==> config.mk <==
export PLATFORM = sky130hd
export DESIGN_NAME = i2c_target
export DESIGN_NICKNAME = d
export VERILOG_FILES = /design/src/rtl/i2c_pkg.sv /design/src/rtl/i2c_sync_edge.sv /design/src/rtl/i2c_target.sv
export SDC_FILE = /design/constraint.sdc
export NUM_CORES = 1
export LEC_CHECK = 0
export CAP_MARGIN = 20
export CELL_PAD_IN_SITES_DETAIL_PLACEMENT = 1
export CELL_PAD_IN_SITES_GLOBAL_PLACEMENT = 2
export CORE_UTILIZATION = 35
export CTS_BUF_LIST = sky130_fd_sc_hd__clkbuf_16
export DETAILED_ROUTE_END_ITERATION = 10
export PLACE_DENSITY = 0.78
export SLEW_MARGIN = 20
export SYNTH_ARGS = -nofsm -noshare
export SYNTH_HDL_FRONTEND = slang
export SYNTH_SLANG_ARGS = --single-unit
==> constraint.sdc <==
create_clock -name clk -period 3.5 [get_ports clk]
set_input_delay 0.7 -clock clk [delete_from_list [all_inputs] [get_ports clk]]
set_output_delay 0.7 -clock clk [all_outputs]
set_load 0.005 [all_outputs]
==> src/rtl/i2c_pkg.sv <==
// Shared FSM state type and bus-level constants for the I2C register target.
package i2c_pkg;

  localparam logic I2C_ACK  = 1'b0;
  localparam logic I2C_NACK = 1'b1;

  typedef enum logic [3:0] {
    StIdle,
    StAddr,
    StAddrAck,
    StPtr,
    StPtrAck,
    StWdata,
    StWdataAck,
    StRdata,
    StRdataAck
  } state_e;

endpackage

==> src/rtl/i2c_sync_edge.sv <==
// Multi-flop synchronizer for one asynchronous bus line, with rise/fall detection on the
// synchronized value.
module i2c_sync_edge #(
  parameter int unsigned SYNC_STAGES = 2
) (
  input  logic clk,
  input  logic reset,
  input  logic line_i,
  output logic level_o,
  output logic rise_o,
  output logic fall_o
);

  logic [SYNC_STAGES-1:0] r_sync;
  logic                   r_prev;

  // Idle bus level is high, so reset to 1 to avoid phantom edges after reset.
  always_ff @(posedge clk or posedge reset) begin
    if (reset) begin
      r_sync <= '1;
      r_prev <= 1'b1;
    end else begin
      r_sync <= {r_sync[SYNC_STAGES-2:0], line_i};
      r_prev <= r_sync[SYNC_STAGES-1];
    end
  end

  assign level_o = r_sync[SYNC_STAGES-1];
  assign rise_o  = r_sync[SYNC_STAGES-1] & ~r_prev;
  assign fall_o  = ~r_sync[SYNC_STAGES-1] & r_prev;

endmodule

==> src/rtl/i2c_target.sv <==
// I2C target exposing a byte register file with an auto-incrementing pointer.
// Read transfers are compiled in only when I2C_TARGET_READ_EN is defined.
module i2c_target
  import i2c_pkg::*;
#(
  parameter logic [6:0]  ADDRESS     = 7'h69,
  parameter int unsigned NUM_REGS    = 8,
  parameter int unsigned SYNC_STAGES = 2
) (
  input  logic                        clk,
  input  logic                        reset,
  input  logic                        scl_i,
  input  logic                        sda_i,
  output logic                        sda_o,
  output logic [NUM_REGS*8-1:0]       regs_o,
  output logic                        wr_strobe_o,
  output logic [$clog2(NUM_REGS)-1:0] wr_index_o,
  output logic                        start_o,
  output logic                        stop_o,
  output logic                        busy_o
);

  localparam int unsigned PtrW = $clog2(NUM_REGS);

  logic w_scl_level, w_scl_rise, w_scl_fall;
  logic w_sda_level, w_sda_rise, w_sda_fall;

  i2c_sync_edge #(.SYNC_STAGES(SYNC_STAGES)) u_scl_sync (
    .clk     (clk),
    .reset   (reset),
    .line_i  (scl_i),
    .level_o (w_scl_level),
    .rise_o  (w_scl_rise),
    .fall_o  (w_scl_fall)
  );

  i2c_sync_edge #(.SYNC_STAGES(SYNC_STAGES)) u_sda_sync (
    .clk     (clk),
    .reset   (reset),
    .line_i  (sda_i),
    .level_o (w_sda_level),
    .rise_o  (w_sda_rise),
    .fall_o  (w_sda_fall)
  );

  state_e                   r_state;
  logic [3:0]               r_bit_cnt;
  logic [7:0]               r_shift;
  logic [PtrW-1:0]          r_ptr;
  logic [NUM_REGS-1:0][7:0] r_regs;
  logic                     r_sda_o;
  logic                     r_wr_strobe;
  logic [PtrW-1:0]          r_wr_index;
  logic                     r_start;
  logic                     r_stop;
  logic                     r_busy;
`ifdef I2C_TARGET_READ_EN
  logic                     r_rw;
`endif

  logic w_start, w_stop, w_byte_done, w_addr_match, w_rw_ok;

  assign w_start      = w_scl_level & w_sda_fall;
  assign w_stop       = w_scl_level & w_sda_rise;
  assign w_byte_done  = (r_bit_cnt == 4'd8);
  assign w_addr_match = (r_shift[7:1] == ADDRESS);
`ifdef I2C_TARGET_READ_EN
  assign w_rw_ok      = 1'b1;
`else
  assign w_rw_ok      = ~r_shift[0];
`endif

  always_ff @(posedge clk or posedge reset) begin
    if (reset) begin
      r_state     <= StIdle;
      r_bit_cnt   <= '0;
      r_shift     <= '0;
      r_ptr       <= '0;
      r_regs      <= '0;
      r_sda_o     <= I2C_NACK;
      r_wr_strobe <= 1'b0;
      r_wr_index  <= '0;
      r_start     <= 1'b0;
      r_stop      <= 1'b0;
      r_busy      <= 1'b0;
`ifdef I2C_TARGET_READ_EN
      r_rw        <= 1'b0;
`endif
    end else begin
      r_wr_strobe <= 1'b0;
      r_start     <= 1'b0;
      r_stop      <= 1'b0;
      if (w_start) begin
        r_state   <= StAddr;
        r_bit_cnt <= '0;
        r_start   <= 1'b1;
        r_sda_o   <= I2C_NACK;
      end else if (w_stop) begin
        r_state <= StIdle;
        r_stop  <= 1'b1;
        r_busy  <= 1'b0;
        r_sda_o <= I2C_NACK;
      end else begin
        unique case (r_state)
          StIdle: ;
          StAddr: begin
            if (w_scl_rise && !w_byte_done) begin
              r_shift   <= {r_shift[6:0], w_sda_level};
              r_bit_cnt <= r_bit_cnt + 4'd1;
            end else if (w_scl_fall && w_byte_done) begin
              if (w_addr_match && w_rw_ok) begin
                r_sda_o <= I2C_ACK;
                r_busy  <= 1'b1;
                r_state <= StAddrAck;
`ifdef I2C_TARGET_READ_EN
                r_rw    <= r_shift[0];
`endif
              end else begin
                r_busy  <= 1'b0;
                r_state <= StIdle;
              end
            end
          end
          StAddrAck: begin
            if (w_scl_fall) begin
              r_bit_cnt <= '0;
`ifdef I2C_TARGET_READ_EN
              if (r_rw) begin
                r_shift <= r_regs[r_ptr];
                r_sda_o <= r_regs[r_ptr][7];
                r_ptr   <= r_ptr + 1'b1;
                r_state <= StRdata;
              end else
`endif
              begin
                r_sda_o <= I2C_NACK;
                r_state <= StPtr;
              end
            end
          end
          StPtr: begin
            if (w_scl_rise && !w_byte_done) begin
              r_shift   <= {r_shift[6:0], w_sda_level};
              r_bit_cnt <= r_bit_cnt + 4'd1;
            end else if (w_scl_fall && w_byte_done) begin
              r_ptr   <= r_shift[PtrW-1:0];
              r_sda_o <= I2C_ACK;
              r_state <= StPtrAck;
            end
          end
          StWdata: begin
            if (w_scl_rise && !w_byte_done) begin
              r_shift   <= {r_shift[6:0], w_sda_level};
              r_bit_cnt <= r_bit_cnt + 4'd1;
            end else if (w_scl_fall && w_byte_done) begin
              r_regs[r_ptr] <= r_shift;
              r_wr_strobe   <= 1'b1;
              r_wr_index    <= r_ptr;
              r_ptr         <= r_ptr + 1'b1;
              r_sda_o       <= I2C_ACK;
              r_state       <= StWdataAck;
            end
          end
          StPtrAck, StWdataAck: begin
            if (w_scl_fall) begin
              r_sda_o   <= I2C_NACK;
              r_bit_cnt <= '0;
              r_state   <= StWdata;
            end
          end
`ifdef I2C_TARGET_READ_EN
          StRdata: begin
            if (w_scl_rise && !w_byte_done) begin
              r_bit_cnt <= r_bit_cnt + 4'd1;
            end else if (w_scl_fall) begin
              if (w_byte_done) begin
                r_sda_o <= I2C_NACK;
                r_state <= StRdataAck;
              end else begin
                r_shift <= {r_shift[6:0], 1'b0};
                r_sda_o <= r_shift[6];
              end
            end
          end
          // A NACK leaves on the rise, so a fall here always follows a controller ACK.
          StRdataAck: begin
            if (w_scl_rise && (w_sda_level == I2C_NACK)) begin
              r_busy  <= 1'b0;
              r_state <= StIdle;
            end else if (w_scl_fall) begin
              r_shift   <= r_regs[r_ptr];
              r_sda_o   <= r_regs[r_ptr][7];
              r_ptr     <= r_ptr + 1'b1;
              r_bit_cnt <= '0;
              r_state   <= StRdata;
            end
          end
`endif
          default: r_state <= StIdle;
        endcase
      end
    end
  end

  assign sda_o       = r_sda_o;
  assign regs_o      = r_regs;
  assign wr_strobe_o = r_wr_strobe;
  assign wr_index_o  = r_wr_index;
  assign start_o     = r_start;
  assign stop_o      = r_stop;
  assign busy_o      = r_busy;

endmodule

== Word-level counts from Yosys, hierarchy flattened ==
Cells that the tools add are included.
Storage, ports and cells
  register bits after elaboration: 97
  input port bits: 4
  word-level logic and storage cells: 138
Cells by class
  add/sub/neg operators: 2
  $lt $le $gt $ge: 2
  equality and inequality tests: 29
  mux-type cells: 47
  bitwise gates (word level): 14
  reduce and logical (&&, ||, !) cells: 22
Operators with widths (count)
  bitwise mux 64 bit: 1
  two-way mux 4 bit: 14
  != test 4 bit, second input constant: 10
  demux 8 bit (select 3 bit): 1
  case mux 4 bit (6 select lines): 1
  two-way mux 1 bit: 21
  AND reduction 7 bit: 2
  == test 4 x 3 -> 1 bit, second input constant: 3
  two-way mux 3 bit: 4
  != test 2 bit, second input constant: 6
  AND reduction 4 bit: 3
  AND reduction 9 bit: 1
  == test 4 x 2 -> 1 bit, second input constant: 2
  two-way mux 8 bit: 1
  != test 4 x 1 -> 1 bit, second input constant: 2
  inverter 1 bit: 8
  case mux 4 bit (2 select lines): 1
  == test 7 bit, second input constant: 1
  bitwise AND 1 bit: 6
  != test 3 x 1 -> 1 bit, second input constant: 2
  case mux 3 bit (2 select lines): 1
  nonzero test 2 bit: 3
  OR reduction 3 bit: 2
  AND reduction 5 bit: 1
  other kinds (15): 19

== Depth between registers and ports, before layout ==
  depth in word-level cells: 8
  depth in mapped cells: 6
  mapped depth without buffers: 6

== Cells and area by module ==
Synthesis repeated with hierarchy kept, for this count alone.
Unflattened totals
  cell total of the unflattened synthesis: 296
  area total of the unflattened synthesis: 3967.6 um2
Modules (own cells, without submodules)
  i2c_target: instances 1, cells each 284, area each 3772.4 um2
  i2c_sync_edge: instances 2, cells each 6, area each 97.6 um2

== Least setup slack after synthesis ==
Ideal clock, no wire load.
  path type: flip-flop to flip-flop
  start point: reg r_bit_cnt[0]
  end point: reg r_regs, in the netlist regs_o[16]
  setup time: 0.125 ns
  arrival time: 1.757 ns
  setup slack: 1.619 ns
  cell stages (with the launch flop): 7
  path buffers: 0
  path through: dfrtp_1 > inv_1 > ha_1 > and3b_1 > nand4_4 > nor3_2 > mux2_2
Between the ends
  longest elaborated chain between the ends: 5
  elaborated cells between the ends (all ways): 6
  those cells by class: 1 x eq/ne; 1 x bitwise; 4 x reduce/logical
RTL lines
  from (decl): RTL line i2c_target.sv:47  | logic [3:0] r_bit_cnt;
  from (signal assigned): RTL line i2c_target.sv:109  | r_bit_cnt <= r_bit_cnt + 4'd1;
  from (signal assigned): RTL line i2c_target.sv:144  | r_bit_cnt <= r_bit_cnt + 4'd1;
  from (signal assigned): RTL line i2c_target.sv:154  | r_bit_cnt <= r_bit_cnt + 4'd1;
  == test 4 bit *: RTL line i2c_target.sv:65  | assign w_byte_done = (r_bit_cnt == 4'd8);
  zero test 1 bit: RTL line i2c_target.sv:152  | if (w_scl_rise && !w_byte_done) begin
  logical AND 1 bit: RTL line i2c_target.sv:152
  inverter 1 bit (no source line)
  AND reduction 5 bit (no source line) *
  to (signal, indexed assignment): RTL line i2c_target.sv:156  | r_regs[r_ptr] <= r_shift;
  to (decl): RTL line i2c_target.sv:50  | logic [NUM_REGS-1:0][7:0] r_regs;
Mark *: on every way between the ends. The rest lies on a longest branch, timed or not.
A chain may end at the register's enable or synchronous reset.

== Worst setup path after layout ==
  start point: reg r_bit_cnt[0]
  end point: reg r_regs, in the netlist regs_o[18]
Same word-level chain as after synthesis.

==> results.sh <==
export IMPL_cts_made_buffers=9
export IMPL_clk_transition_reported_paths_ps=60
export IMPL_max_cap_violations=0
export IMPL_skew_ps=5.607
export IMPL_finalHoldViolCount=0
export IMPL_synth_simple_area_share_pct=9.745
export IMPL_syn_area_per_cell_um2=14.22
export IMPL_core_um2=10940
export IMPL_slew_violations=0
export IMPL_ys_types=50
export IMPL_postCtsHoldBufs=0
export IMPL_powerDensity_nw_per_um2=485.5
export IMPL_synthesis_yosys_warnings=0
export IMPL_endpoint_kind="register"
export IMPL_power_leakage_nw=2.382
export IMPL_io_pins=76
export IMPL_place_ws_ps=1306
export IMPL_htree_levels=3
export IMPL_drt_met1_wl_mm=4.156
export IMPL_synth_compound_area_share_pct=4.447
export IMPL_synth_top_cell_area_share_pct=56.13
export IMPL_wl_met2_mm=4.419
export IMPL_clock_latency_ps=340
export IMPL_synth_edff_count=0
export IMPL_clk_path_buf_depth=2
export IMPL_cts_tree="built"
export IMPL_ys_seq_elements=96
export IMPL_worst_pin_slew_ps=708.8
export IMPL_rsz0062_at_grt="false"
export IMPL_grt_ovfl_total=0
export IMPL_fin_ws_ps=1321
export IMPL_final_util_pct=47.54
export IMPL_critPathRequiredTime_ps=3720
export IMPL_status="finished clean"
export IMPL_arrival_ps=2400
export IMPL_slew_headroom_pct=52.38
export IMPL_root_buffer="clkbuf_16"
export IMPL_reg2reg_slack_ps=1320
export IMPL_drtIter0Drc=101
export IMPL_layout_drive_gt1_share_pct=30.92
export IMPL_fmaxAchievable_ghz=0.4589
export IMPL_dieWidth_um=108.5
export IMPL_tns_ps=0
export IMPL_max_vdd_ir_drop_mv=0.2234
export IMPL_p_total_w=0.002524
export IMPL_portBuffers=75
export IMPL_yosysTopAreaCell="dfrtp_1"
export IMPL_wl_met3_um=744
export IMPL_dp_hpwl_mm=6.286
export IMPL_drt_wl_total_mm=9.442
export IMPL_start_util_pct=36.28
export IMPL_min_period_ps=2179
export IMPL_async_reset_ff_share_pct=100.0
export IMPL_die_h_um=108.5
export IMPL_min_period_over_period_pct=62.26
export IMPL_num_rows=38
export IMPL_synthTopCellsByCount="89 x dfrtp_1, 74 x mux2_2, 10 x a21oi_1, 10 x clkbuf_1, 10 x nand2_1"
export IMPL_synth_xor_area_share_pct=0.4415
export IMPL_viasPerCell=4.946
export IMPL_hold_class="register to register"
export IMPL_cts_setup_buffers=0
export IMPL_drc=0
export IMPL_diodes=0
export IMPL_yosysSeqAreaShare_pct=60.77
export IMPL_syn_area_um2=3968
export IMPL_postSynthCellCount=279
export IMPL_grt_pass1_wl_mm=15.32
export IMPL_vias=2468
export IMPL_syn_num_nets=286
export IMPL_crit_path_start_kind="register"
export IMPL_clock_sink_count=96
export IMPL_gr_usage_all_layers_pct=17.75
export IMPL_synth_fa_ha_area_share_pct=0.9461
export IMPL_ys_flop_type="dfrtp_1"
export IMPL_antenna_found_initial=0
export IMPL_post_synth_top_count_cell="dfrtp_1"
export IMPL_syn_to_final_growth_pct=31.03
export IMPL_grt_pass1_vias=2710
export IMPL_grt_max_degree=43
export IMPL_crit_type="register to register"
export IMPL_gp_congestion=0.7470
export IMPL_synth_top_family_by_area="multiplexers"
export IMPL_firstDrtPassIters=4
export IMPL_die_area_um2=11770
export IMPL_synthTopCellsByArea="dfrtp_1 56%, mux2_2 21%, dfstp_2 4.6%, a21oi_1 1.3%, clkbuf_1 0.95%"
export IMPL_muxShareOfSynthArea_pct=21.51
export IMPL_wl_per_cell_um=18.92
export IMPL_highest_layer="met4"
export IMPL_ctsResizeCount=0
export IMPL_cp_max_fo=8
export IMPL_num_nets_final=361
export IMPL_antenna_left=0
export IMPL_setup_viol_count_final=0
## state kept, by name (all words and copies together) (netlist names), 2 cells and up
signal             flops
r_ptr                  3
wr_index_o             3
regs_o                64
r_bit_cnt              4
u_sda_sync.r_sync      2
u_scl_sync.r_sync      2
r_state                3
r_shift                8
## power breakdown
group / switching (W) / internal [W]
clock network: 0.000411 / 0.000692
registers: 0.000132 / 0.00116
logic: 0.0000706 / 0.0000624
total: 0.000615 / 0.00191
## worst max-delay path, stage by stage (launching register included)
cell and delay, ps:
dfrtp_1 420, inv_1 80, ha_1 150, and3b_1 250, nand4_4 210, nor3_2 540, mux2_2 410
## cell type report
type,count,area (um^2)
Clock buffer,9,225.2
Clock inverter,7,110.1
Fill cell,1111,5737
Inverter,7,27.53
Multi-Input combinational cell,163,1471
Sequential cell,96,2411
Tap cell,140,175.2
Timing Repair Buffer,77,778.2
## per-stage QoR
step	std cells	area, um^2	hold slack, ps
floorplan	279	3968	345.2
CTS	499	5199	355.2
global placement	483	4863	346.7
detailed placement	483	4863	347.5
finish	499	5199	353.4
global route	499	5199	358.9
## layer usage
layer | up-vias | track usage [%]
li1 | 1142 | -
met1 | 1258 | 23.01
met5 | - | 0
met3 | 9 | 7.414
met4 | 0 | 6.081
met2 | 59 | 26.63
## final timing paths
path                                                 from                              to  cells past startpoint
min in group asynchronous                           reset           regs_o[5]$_DFFE_PP0P_                      2
hold / removal             u_sda_sync.r_sync[0]$_DFF_PP1_  u_sda_sync.r_sync[1]$_DFF_PP1_                      0
hold reg to reg            u_sda_sync.r_sync[0]$_DFF_PP1_  u_sda_sync.r_sync[1]$_DFF_PP1_                      0
setup / recovery                 r_bit_cnt[0]$_DFFE_PP0P_          regs_o[18]$_DFFE_PP0P_                      6
max in group asynchronous                           reset          regs_o[48]$_DFFE_PP0P_                      3
setup reg to reg                 r_bit_cnt[0]$_DFFE_PP0P_          regs_o[18]$_DFFE_PP0P_                      6
## logic make-up after synthesis
| logic type | after synthesis |
|---|---|
| xor gates and xnor gates | 2 |
| DFF | 96 |
| AOI/OAI and AO/OA | 27 |
| buffers and inverters | 20 |
| and+or+nand+nor | 55 |
| muxes | 76 |
| adders and majority gates | 3 |
## placed cells by master (no fill, tap or decap), drive strengths merged, types with 4 or more instances in the layout
cell type,Yosys,layout
a21oi,10,10
clkbuf,10,9
clkdlybuf4s50,0,75
clkinv,0,4
dfrtp,89,89
dfstp,7,7
inv,7,6
mux2,74,74
nand2,11,11
nand3,6,6
nand3b,7,7
nor2,9,9
o21ai,4,4
No activity file was read; power rests on OpenSTA's default activity.
==> RTL change (config.mk and constraints unchanged) <==
Reset style: synchronous (`reset`), changed in 2 clocked blocks. Comments in the files are not updated.
--- a/src/rtl/i2c_sync_edge.sv
+++ b/src/rtl/i2c_sync_edge.sv
@@ -16,5 +16,5 @@
 
   // Idle bus level is high, so reset to 1 to avoid phantom edges after reset.
-  always_ff @(posedge clk or posedge reset) begin
+  always_ff @(posedge clk) begin
     if (reset) begin
       r_sync <= '1;
--- a/src/rtl/i2c_target.sv
+++ b/src/rtl/i2c_target.sv
@@ -71,5 +71,5 @@
 `endif
 
-  always_ff @(posedge clk or posedge reset) begin
+  always_ff @(posedge clk) begin
     if (reset) begin
       r_state     <= StIdle;
Formal check against the unedited RTL: differs if reset is asserted again (counterexample within 4 cycles, from zero or initial values and one cycle with reset high); with reset held inactive, the same outputs for 10 cycles.
==> RTL change against the unedited design <==
- sequential cell count unchanged
- die area down 9.7%
- area after synthesis down 9.9%
- final area down 9.1%
- setup slack better by 56 ps
- routed wire length up 5.2%
- hold slack better by 61 ps
Power is not compared: it rests on default switching activity, and its combinational part moved more than twofold at a synthesized area within 25%.
==> RTL change: results <==
[grt]
globalRouteMet3Util_pct = 2.780
met2_usage_pct = 32.31
grtUsageTotal_pct = 20.04
use_met1_pct = 27.33

[timing]
fin_skew_ps = 10.76

[layout]
inverters = 6
layout-drive-gt1-share_pct = 8.296
finalNetCount = 448
clkCellAreaFrac_pct = 6.540
final_cell_count_no_fill = 579
nMultiInputCombCells = 249
buffers = 79
seq_cells = 96
nFillCells = 1138
seq_area_um2 = 1922
multi_input_area_um2 = 1525
area_growth_pct = 32.20

[synth]
synth_common_cells = dfxtp_1 (96), nand3_1 (73), o21ai_0 (70), nand2_1 (14), mux2i_1 (13)
synth.mux.area_fraction_pct = 3.640
synth_compound_area_share_pct = 14.28
syn_area_per_cell_um2 = 9.532
ys_types = 48
ys.flop_type = dfxtp_1
synth_xor_area_share_pct = 0.4900

[detailed_routing]
drt-initial-drc-count = 88
via_per_inst = 5.128
wirelength_um = 9929
wl_met2_um = 4579

[critical_path]
startpoint = r_bit_cnt[0]
crit_arrival_ps = 2330
slowest_delay_ps = 590
critPathMaxFanout = 16

[hold_path]
min_from = u_sda_sync.r_sync[0]
holdPathStages = 1

[placement]
dp.final_hpwl_um = 6922
dp_cells = 563
gp_congestion = 0.7404

[run_status]
status = finished clean
[RTL change: changes by cell type after synthesis, moves of 4 or more]
cell	unedited run	this run
dfrtp_1	89	0
nand2_1	10	14
dfxtp_1	0	96
a21oi_1	10	4
nor2b_1	1	5
mux2i_1	2	13
or2_2	0	6
nand3_1	5	73
buf_1	0	5
mux2_2	74	0
dfstp_2	7	0
o21ai_0	4	70
[RTL change: worst paths after layout]
path                           to  slack, ps
max reg2reg            regs_o[44]       1380
min          u_sda_sync.r_sync[1]        410
min reg2reg  u_sda_sync.r_sync[1]        410
max                    regs_o[44]       1380
[RTL change: cells by family after synthesis]
| family | Yosys count |
|---|---|
| AO/OA/AOI/OAI | 91 |
| XOR/XNOR | 2 |
| adder cells (fa/ha/maj) | 3 |
| buffers and inverters | 30 |
| flip-flops | 96 |
| multiplexers | 13 |
| AND/OR/NAND/NOR | 140 |
